$ cat src/rtl/sensor_arbiter_if.sv
// Requester and sensor-engine bundle shared between the arbiter and its peers.
interface sensor_arbiter_if;
    logic [2:0]  req;
    logic [2:0]  req_mode;
    logic [20:0] req_addr;
    logic [23:0] req_wdata;
    logic [5:0]  req_len;
    logic [2:0]  gnt;
    logic [2:0]  done;
    logic [2:0]  err;
    logic [7:0]  rd_data;
    logic        rd_valid;
    logic        wr_next;
    logic        busy;
    logic        eng_start;
    logic        eng_mode;
    logic [6:0]  eng_addr;
    logic [7:0]  eng_wdata;
    logic        eng_data_ready;
    logic [7:0]  eng_read_val;

    modport slave (
        input  req, req_mode, req_addr, req_wdata, req_len, eng_data_ready, eng_read_val,
        output gnt, done, err, rd_data, rd_valid, wr_next, busy,
               eng_start, eng_mode, eng_addr, eng_wdata
    );

    modport master (
        output req, req_mode, req_addr, req_wdata, req_len, eng_data_ready, eng_read_val,
        input  gnt, done, err, rd_data, rd_valid, wr_next, busy,
               eng_start, eng_mode, eng_addr, eng_wdata
    );
endinterface

$ cat src/rtl/sensor_arbiter.sv
// Round-robin arbiter granting three requesters access to one sensor engine,
// with per-byte handshake, timeout abort and a guard interval before completion.
module sensor_arbiter #(
    parameter int unsigned TIMEOUT = 255,
    parameter int unsigned GUARD   = 8
) (
    input  logic             i_clk,
    input  logic             i_rst,
    sensor_arbiter_if.slave  bus
);

    typedef enum logic [1:0] {S_IDLE, S_XFER, S_DRAIN, S_DONE} state_t;

    state_t      r_state;
    state_t      w_next;
    logic [2:0]  r_gnt;
    logic [1:0]  r_last_gnt;
    logic        r_mode;
    logic [6:0]  r_addr;
    logic [1:0]  r_len;
    logic [2:0]  r_byte_cnt;
    logic [7:0]  r_tmo;
    logic [15:0] r_guard;
    logic        r_abort;
    logic        r_dr_q;
    logic [7:0]  r_rd_data;
    logic        r_rd_valid;
    logic        r_wr_next;
    logic [2:0]  r_done;
    logic [2:0]  r_err;

    logic        w_found;
    logic [1:0]  w_sel;
    logic        w_edge;
    logic        w_last_byte;
    logic [7:0]  w_tmo_inc;
    logic        w_tmo_hit;
    logic        w_guard_end;
    logic [7:0]  w_wdata;

    assign w_edge      = bus.eng_data_ready & ~r_dr_q;
    assign w_last_byte = (r_byte_cnt + 3'd1) == ({1'b0, r_len} + 3'd1);
    assign w_tmo_inc   = (r_tmo == 8'hFF) ? r_tmo : r_tmo + 8'd1;
    assign w_tmo_hit   = 32'(w_tmo_inc) >= TIMEOUT;
    assign w_guard_end = (32'(r_guard) + 32'd1) >= GUARD;

    // Round-robin pick: first pending requester above the last one granted.
    always_comb begin
        w_found = 1'b0;
        w_sel   = 2'd0;
        for (int unsigned k = 1; k <= 3; k++) begin
            if (!w_found && bus.req[2'((32'(r_last_gnt) + k) % 3)]) begin
                w_found = 1'b1;
                w_sel   = 2'((32'(r_last_gnt) + k) % 3);
            end
        end
    end

    // State register.
    always_ff @(posedge i_clk) begin
        if (i_rst) r_state <= S_IDLE;
        else       r_state <= w_next;
    end

    // Next-state logic; a byte edge outranks a timeout on the same cycle.
    always_comb begin
        w_next = r_state;
        case (r_state)
            S_IDLE:  if (w_found) w_next = S_XFER;
            S_XFER: begin
                if (w_edge) begin
                    if (w_last_byte) w_next = S_DRAIN;
                end else if (w_tmo_hit) begin
                    w_next = S_DRAIN;
                end
            end
            S_DRAIN: if (w_guard_end) w_next = S_DONE;
            S_DONE:  w_next = S_IDLE;
            default: w_next = S_IDLE;
        endcase
    end

    // Write byte follows the live slice of whichever requester holds the grant.
    always_comb begin
        w_wdata = '0;
        case (r_gnt)
            3'b001:  w_wdata = bus.req_wdata[7:0];
            3'b010:  w_wdata = bus.req_wdata[15:8];
            3'b100:  w_wdata = bus.req_wdata[23:16];
            default: w_wdata = '0;
        endcase
    end

    // Grant latch, byte/timeout/guard counters and one-cycle status pulses.
    always_ff @(posedge i_clk) begin
        if (i_rst) begin
            r_gnt      <= '0;
            r_last_gnt <= 2'd2;
            r_mode     <= 1'b0;
            r_addr     <= '0;
            r_len      <= '0;
            r_byte_cnt <= '0;
            r_tmo      <= '0;
            r_guard    <= '0;
            r_abort    <= 1'b0;
            r_dr_q     <= 1'b0;
            r_rd_data  <= '0;
            r_rd_valid <= 1'b0;
            r_wr_next  <= 1'b0;
            r_done     <= '0;
            r_err      <= '0;
        end else begin
            r_dr_q     <= bus.eng_data_ready;
            r_rd_valid <= 1'b0;
            r_wr_next  <= 1'b0;
            r_done     <= '0;
            r_err      <= '0;
            case (r_state)
                S_IDLE: begin
                    if (w_found) begin
                        r_gnt      <= 3'b001 << w_sel;
                        r_last_gnt <= w_sel;
                        r_mode     <= bus.req_mode[w_sel];
                        r_addr     <= bus.req_addr[7*w_sel +: 7];
                        r_len      <= bus.req_len[2*w_sel +: 2];
                        r_byte_cnt <= '0;
                        r_tmo      <= '0;
                        r_guard    <= '0;
                        r_abort    <= 1'b0;
                    end
                end
                S_XFER: begin
                    if (w_edge) begin
                        r_byte_cnt <= r_byte_cnt + 3'd1;
                        r_tmo      <= '0;
                        if (r_mode) begin
                            r_rd_data  <= bus.eng_read_val;
                            r_rd_valid <= 1'b1;
                        end else begin
                            r_wr_next  <= 1'b1;
                        end
                    end else begin
                        r_tmo <= w_tmo_inc;
                        if (w_tmo_hit) r_abort <= 1'b1;
                    end
                end
                S_DRAIN: r_guard <= r_guard + 16'd1;
                S_DONE: begin
                    if (r_abort) r_err  <= r_gnt;
                    else         r_done <= r_gnt;
                    r_gnt      <= '0;
                    r_byte_cnt <= '0;
                    r_tmo      <= '0;
                    r_guard    <= '0;
                    r_abort    <= 1'b0;
                end
                default: ;
            endcase
        end
    end

    assign bus.gnt       = r_gnt;
    assign bus.done      = r_done;
    assign bus.err       = r_err;
    assign bus.rd_data   = r_rd_data;
    assign bus.rd_valid  = r_rd_valid;
    assign bus.wr_next   = r_wr_next;
    assign bus.busy      = (r_state != S_IDLE);
    assign bus.eng_start = (r_state == S_XFER);
    assign bus.eng_mode  = r_mode;
    assign bus.eng_addr  = r_addr;
    assign bus.eng_wdata = w_wdata;

endmodule

$ cat src/flat_wrapper.sv
// flat-port wrapper written by rule: the top's interface ports become plain ports
module sensor_arbiter_flat 
#(
    parameter int unsigned TIMEOUT = 255,
    parameter int unsigned GUARD   = 8
)
  (i_clk, i_rst, bus_req, bus_req_mode, bus_req_addr, bus_req_wdata, bus_req_len, bus_eng_data_ready, bus_eng_read_val, bus_gnt, bus_done, bus_err, bus_rd_data, bus_rd_valid, bus_wr_next, bus_busy, bus_eng_start, bus_eng_mode, bus_eng_addr, bus_eng_wdata);
  sensor_arbiter_if bus_i ();
  input  logic i_clk;
  input  logic i_rst;
  input wire logic [$bits(bus_i.req)-1:0] bus_req;
  input wire logic [$bits(bus_i.req_mode)-1:0] bus_req_mode;
  input wire logic [$bits(bus_i.req_addr)-1:0] bus_req_addr;
  input wire logic [$bits(bus_i.req_wdata)-1:0] bus_req_wdata;
  input wire logic [$bits(bus_i.req_len)-1:0] bus_req_len;
  input wire logic [$bits(bus_i.eng_data_ready)-1:0] bus_eng_data_ready;
  input wire logic [$bits(bus_i.eng_read_val)-1:0] bus_eng_read_val;
  output wire logic [$bits(bus_i.gnt)-1:0] bus_gnt;
  output wire logic [$bits(bus_i.done)-1:0] bus_done;
  output wire logic [$bits(bus_i.err)-1:0] bus_err;
  output wire logic [$bits(bus_i.rd_data)-1:0] bus_rd_data;
  output wire logic [$bits(bus_i.rd_valid)-1:0] bus_rd_valid;
  output wire logic [$bits(bus_i.wr_next)-1:0] bus_wr_next;
  output wire logic [$bits(bus_i.busy)-1:0] bus_busy;
  output wire logic [$bits(bus_i.eng_start)-1:0] bus_eng_start;
  output wire logic [$bits(bus_i.eng_mode)-1:0] bus_eng_mode;
  output wire logic [$bits(bus_i.eng_addr)-1:0] bus_eng_addr;
  output wire logic [$bits(bus_i.eng_wdata)-1:0] bus_eng_wdata;
  assign bus_i.req = bus_req;
  assign bus_i.req_mode = bus_req_mode;
  assign bus_i.req_addr = bus_req_addr;
  assign bus_i.req_wdata = bus_req_wdata;
  assign bus_i.req_len = bus_req_len;
  assign bus_i.eng_data_ready = bus_eng_data_ready;
  assign bus_i.eng_read_val = bus_eng_read_val;
  assign bus_gnt = bus_i.gnt;
  assign bus_done = bus_i.done;
  assign bus_err = bus_i.err;
  assign bus_rd_data = bus_i.rd_data;
  assign bus_rd_valid = bus_i.rd_valid;
  assign bus_wr_next = bus_i.wr_next;
  assign bus_busy = bus_i.busy;
  assign bus_eng_start = bus_i.eng_start;
  assign bus_eng_mode = bus_i.eng_mode;
  assign bus_eng_addr = bus_i.eng_addr;
  assign bus_eng_wdata = bus_i.eng_wdata;
  sensor_arbiter #(.TIMEOUT(TIMEOUT), .GUARD(GUARD)) u_core (.i_clk(i_clk), .i_rst(i_rst), .bus(bus_i));
endmodule
$ cat config.mk
export PLATFORM = sky130hd
export DESIGN_NAME = sensor_arbiter_flat
export DESIGN_NICKNAME = d
export VERILOG_FILES = /design/src/rtl/sensor_arbiter_if.sv /design/src/rtl/sensor_arbiter.sv /design/src/flat_wrapper.sv
export SDC_FILE = /design/constraint.sdc
export NUM_CORES = 1
export LEC_CHECK = 0
export ABC_CLOCK_PERIOD_IN_PS = 3840
export CAP_MARGIN = 20
export CORE_MARGIN = 3
export CORE_UTILIZATION = 50
export CTS_CLUSTER_DIAMETER = 150
export CTS_CLUSTER_SIZE = 14
export DETAILED_ROUTE_END_ITERATION = 6
export PLACE_DENSITY = 0.85
export SETUP_SLACK_MARGIN = 0.02
export SLEW_MARGIN = 20
export SYNTH_ARGS = -nofsm -noshare
export SYNTH_HDL_FRONTEND = slang
export SYNTH_SLANG_ARGS = --single-unit
export TNS_END_PERCENT = 30
$ cat constraint.sdc
create_clock -name i_clk -period 3.84 [get_ports i_clk]
set_input_delay 0.576 -clock i_clk [delete_from_list [all_inputs] [get_ports i_clk]]
set_output_delay 0.576 -clock i_clk [all_outputs]
set_load 0.02 [all_outputs]
==> results.cfg <==
[sta]
tightest_slew_ns = 1.02
setup_viol = 0
fin_crit_ns = 3.11
slew_headroom = 0.317
fin_crit_sh = 0.810
rsz0062_at_grt = false
skew_ns = 0.00727
finalHoldViolations = 0
fin_ws_ns = 0.729
fmax_ghz = 0.321
setup_tns_ns = 0
drv_slew = 0
whs_ns = 0.453

[placed_design]
post-place-ws_ns = 0.621
dp_hpwl_um = 6480
place_inst = 591
io_buffers = 104
place_congestion = 0.827

[synthesis]
async_flop_share = 0
synth_top_family_by_area = simple AND/OR/NAND/NOR gates
netlist_top_cells_area = dfxtp_1, nand2_1, a21oi_1, o21ai_0, a22oi_1
synth_area_um2 = 3390
synth_ff_type = dfxtp_1
yosysSeqAreaShare = 0.366
synthSimpleGateAreaFrac = 0.257
synth_xor_area_frac = 0.0206
synthDominantCellAreaShare = 0.366
yosysTopAreaCell = dfxtp_1
ys.warnings.count = 0
synth_common_cells = dfxtp_1, nand2_1, a21oi_1
ys_seq_elements = 62
synth.avg_cell_area_um2 = 7.79
yosys.cell_types.count = 50
synthAdderAreaFrac = 0.0505
synth.area.mux_share = 0.00590
synth_compound_gate_area_share = 0.256
post-synth-top-count-cell = dfxtp_1
synthCells = 436
synth_edf_count = 0
syn_nets = 516

[final_layout]
fillers = 519
area_delta_synth_final_pct = 36.0
antenna_cells = 0
drive_gt1_frac = 0.0492
finalNonFillerCells = 605
fin_nets = 605

[clock_tree]
cts_buffers = 9
path_clk_slew_ns = 0.06
htree_levels = 3
hold_buffers = 0
clock-root-buffer = clkbuf_8
clockBufferDepth = 2
clock_latency_ns = 0.33
post_cts_buffers = 0
tritoncts = done
cts_resized = 0
clkSinkCount = 62

[routing]
routed_wl_um = 8960
vias_per_cell = 5.87
postRouteAntennaNets = 0
highest_layer = met4
vias = 3552
first_pass_iters = 4
drc = 0
drt-initial-drc-count = 226
wire_per_inst_um = 14.8
wl_met3_um = 427
wl_met1_um = 3840
wl_met2_um = 4630

[die]
die_w_um = 88.4
row_count = 29
design.die.area_um2 = 7810
core_um2 = 6460
die_y_um = 88.4
ios = 105
start_util = 0.526

[grt]
grt_pass1_wl_um = 15200
grt_usage = 0.240
antenna_found_initial = 0
overflow = 0
grt_max_degree = 43
grt_pass1_vias = 3351

[power]
p_leak_nw = 1.72
p_per_area_nw_per_um2 = 547
ir_drop_uv = 407
p_sw_frac = 0.397
pwr-share-seq = 0.318
power_frac_clock = 0.203
switchingPower_mw = 1.00
p_comb_frac = 0.479
internal_power_mw = 1.52

[flow_run]
cap_violations = 0

[setup_path]
end_kind = primary output
endpoint = bus_eng_wdata[1]
reg2reg_depth = 7
crit_fanout = 13
reg2reg_from = u_core.r_last_gnt[0]$_SDFFE_PP0P_
critPathArrivalTime_ns = 2.54
startpoint_type = flip-flop
cp_data_required_time_ns = 3.26
r2r_end = u_core.r_guard[12]$_SDFFE_PP0P_
worstSetupPathType = flip-flop to primary output
r2r_slack_ns = 1.03
critPathLaunch = u_core.bus.gnt[0]$_SDFFE_PP0P_

[outcome]
status = completed

[hold_path]
worst_hold_path_type = flip-flop to flip-flop
-- cell usage in the layout (no fill, tap or decap), types with 11 or more instances in the layout --
| master | instances |
|---|---|
| clkdlybuf4s50_1 | 104 |
| and2_1 | 11 |
| nor3_1 | 14 |
| ha_1 | 12 |
| a22oi_1 | 20 |
| nand2_1 | 60 |
| a31oi_1 | 12 |
| nand4_1 | 11 |
| dfxtp_1 | 62 |
| a21oi_1 | 43 |
| nand3_1 | 11 |
| clkbuf_8 | 12 |
| nor2_1 | 24 |
| nor2b_1 | 11 |
| o21ai_0 | 34 |
-- power groups by stage --
stage / logic, mW / registers, mW / clock network [mW]
5_1_grt: 1.33 / 0.815 / 0.547
4_1_cts: 1.21 / 0.801 / 0.519
3_5_place_dp: 1.20 / 0.812 / 0
2_1_floorplan: 0.737 / 0.844 / 0
6_report: 1.21 / 0.802 / 0.512
3_3_place_gp: 1.17 / 0.810 / 0
-- layout make-up --
class	instances	area, µm²	area share
well taps	77	96.3	0.0209
clock buffers	13	169	0.0366
inverters	8	30.0	0.00650
clock inverters	1	5.00	0.00108
multi-input cells	336	2010	0.434
flip-flops and latches	62	1240	0.269
repair buffers	108	1070	0.232
-- stage by stage --
step | total power [mW] | util | area, µm²
finish | 2.52 | 0.715 | 4620
floorplan | 1.58 | - | 3390
global route | 2.69 | 0.715 | 4620
global placement | 1.98 | 0.688 | 4440
CTS | 2.53 | 0.714 | 4610
detailed placement | 2.01 | 0.688 | 4440
-- logic make-up after synthesis --
kind of cell,Yosys count
flops,62
buf+inv,38
fa+ha+maj,14
compound gates,139
mux,2
simple gates,173
xor+xnor,8
-- flip-flops by register name, summed over array words and instances, names as in the netlist --
register             cells
u_core.r_len             2
u_core.r_dr_q            1
u_core.r_tmo             8
u_core.r_guard          16
u_core.bus.err           3
u_core.bus.eng_mode      1
u_core.r_byte_cnt        3
u_core.bus.eng_addr      7
u_core.bus.wr_next       1
u_core.r_last_gnt        2
u_core.bus.gnt           3
u_core.r_state           2
u_core.bus.rd_data       8
u_core.bus.rd_valid      1
u_core.bus.done          3
u_core.r_abort           1
-- critical path: stages (launching register included) --
cell             delay, ns
dfxtp_1               0.55
nor3b_1               0.77
nand2_1               0.12
o21ai_0               0.13
clkdlybuf4s50_1       0.65
-- how the worst min path moves through the flow --
stage,start,to,slack [ns],cells past startpoint
global route,u_core.bus.rd_data[4]$_SDFFE_PP0P_,u_core.bus.rd_data[4]$_SDFFE_PP0P_,0.48,2
finish,u_core.bus.rd_data[7]$_SDFFE_PP0P_,u_core.bus.rd_data[7]$_SDFFE_PP0P_,0.45,2
floorplan,u_core.r_guard[1]$_SDFFE_PP0P_,u_core.r_guard[1]$_SDFFE_PP0P_,0.44,2
global placement,u_core.bus.rd_data[5]$_SDFFE_PP0P_,u_core.bus.rd_data[5]$_SDFFE_PP0P_,0.44,2
CTS,u_core.bus.rd_data[7]$_SDFFE_PP0P_,u_core.bus.rd_data[7]$_SDFFE_PP0P_,0.46,2
detailed placement,u_core.bus.rd_data[7]$_SDFFE_PP0P_,u_core.bus.rd_data[7]$_SDFFE_PP0P_,0.45,2
-- per-layer routing --
layer | up-vias | global-route usage
met1 | 1672 | 0.305
li1 | 1754 | -
met3 | 12 | 0.0549
met4 | 0 | 0.0714
met2 | 114 | 0.406
met5 | - | 0
Power figures use the tool's default switching activity.
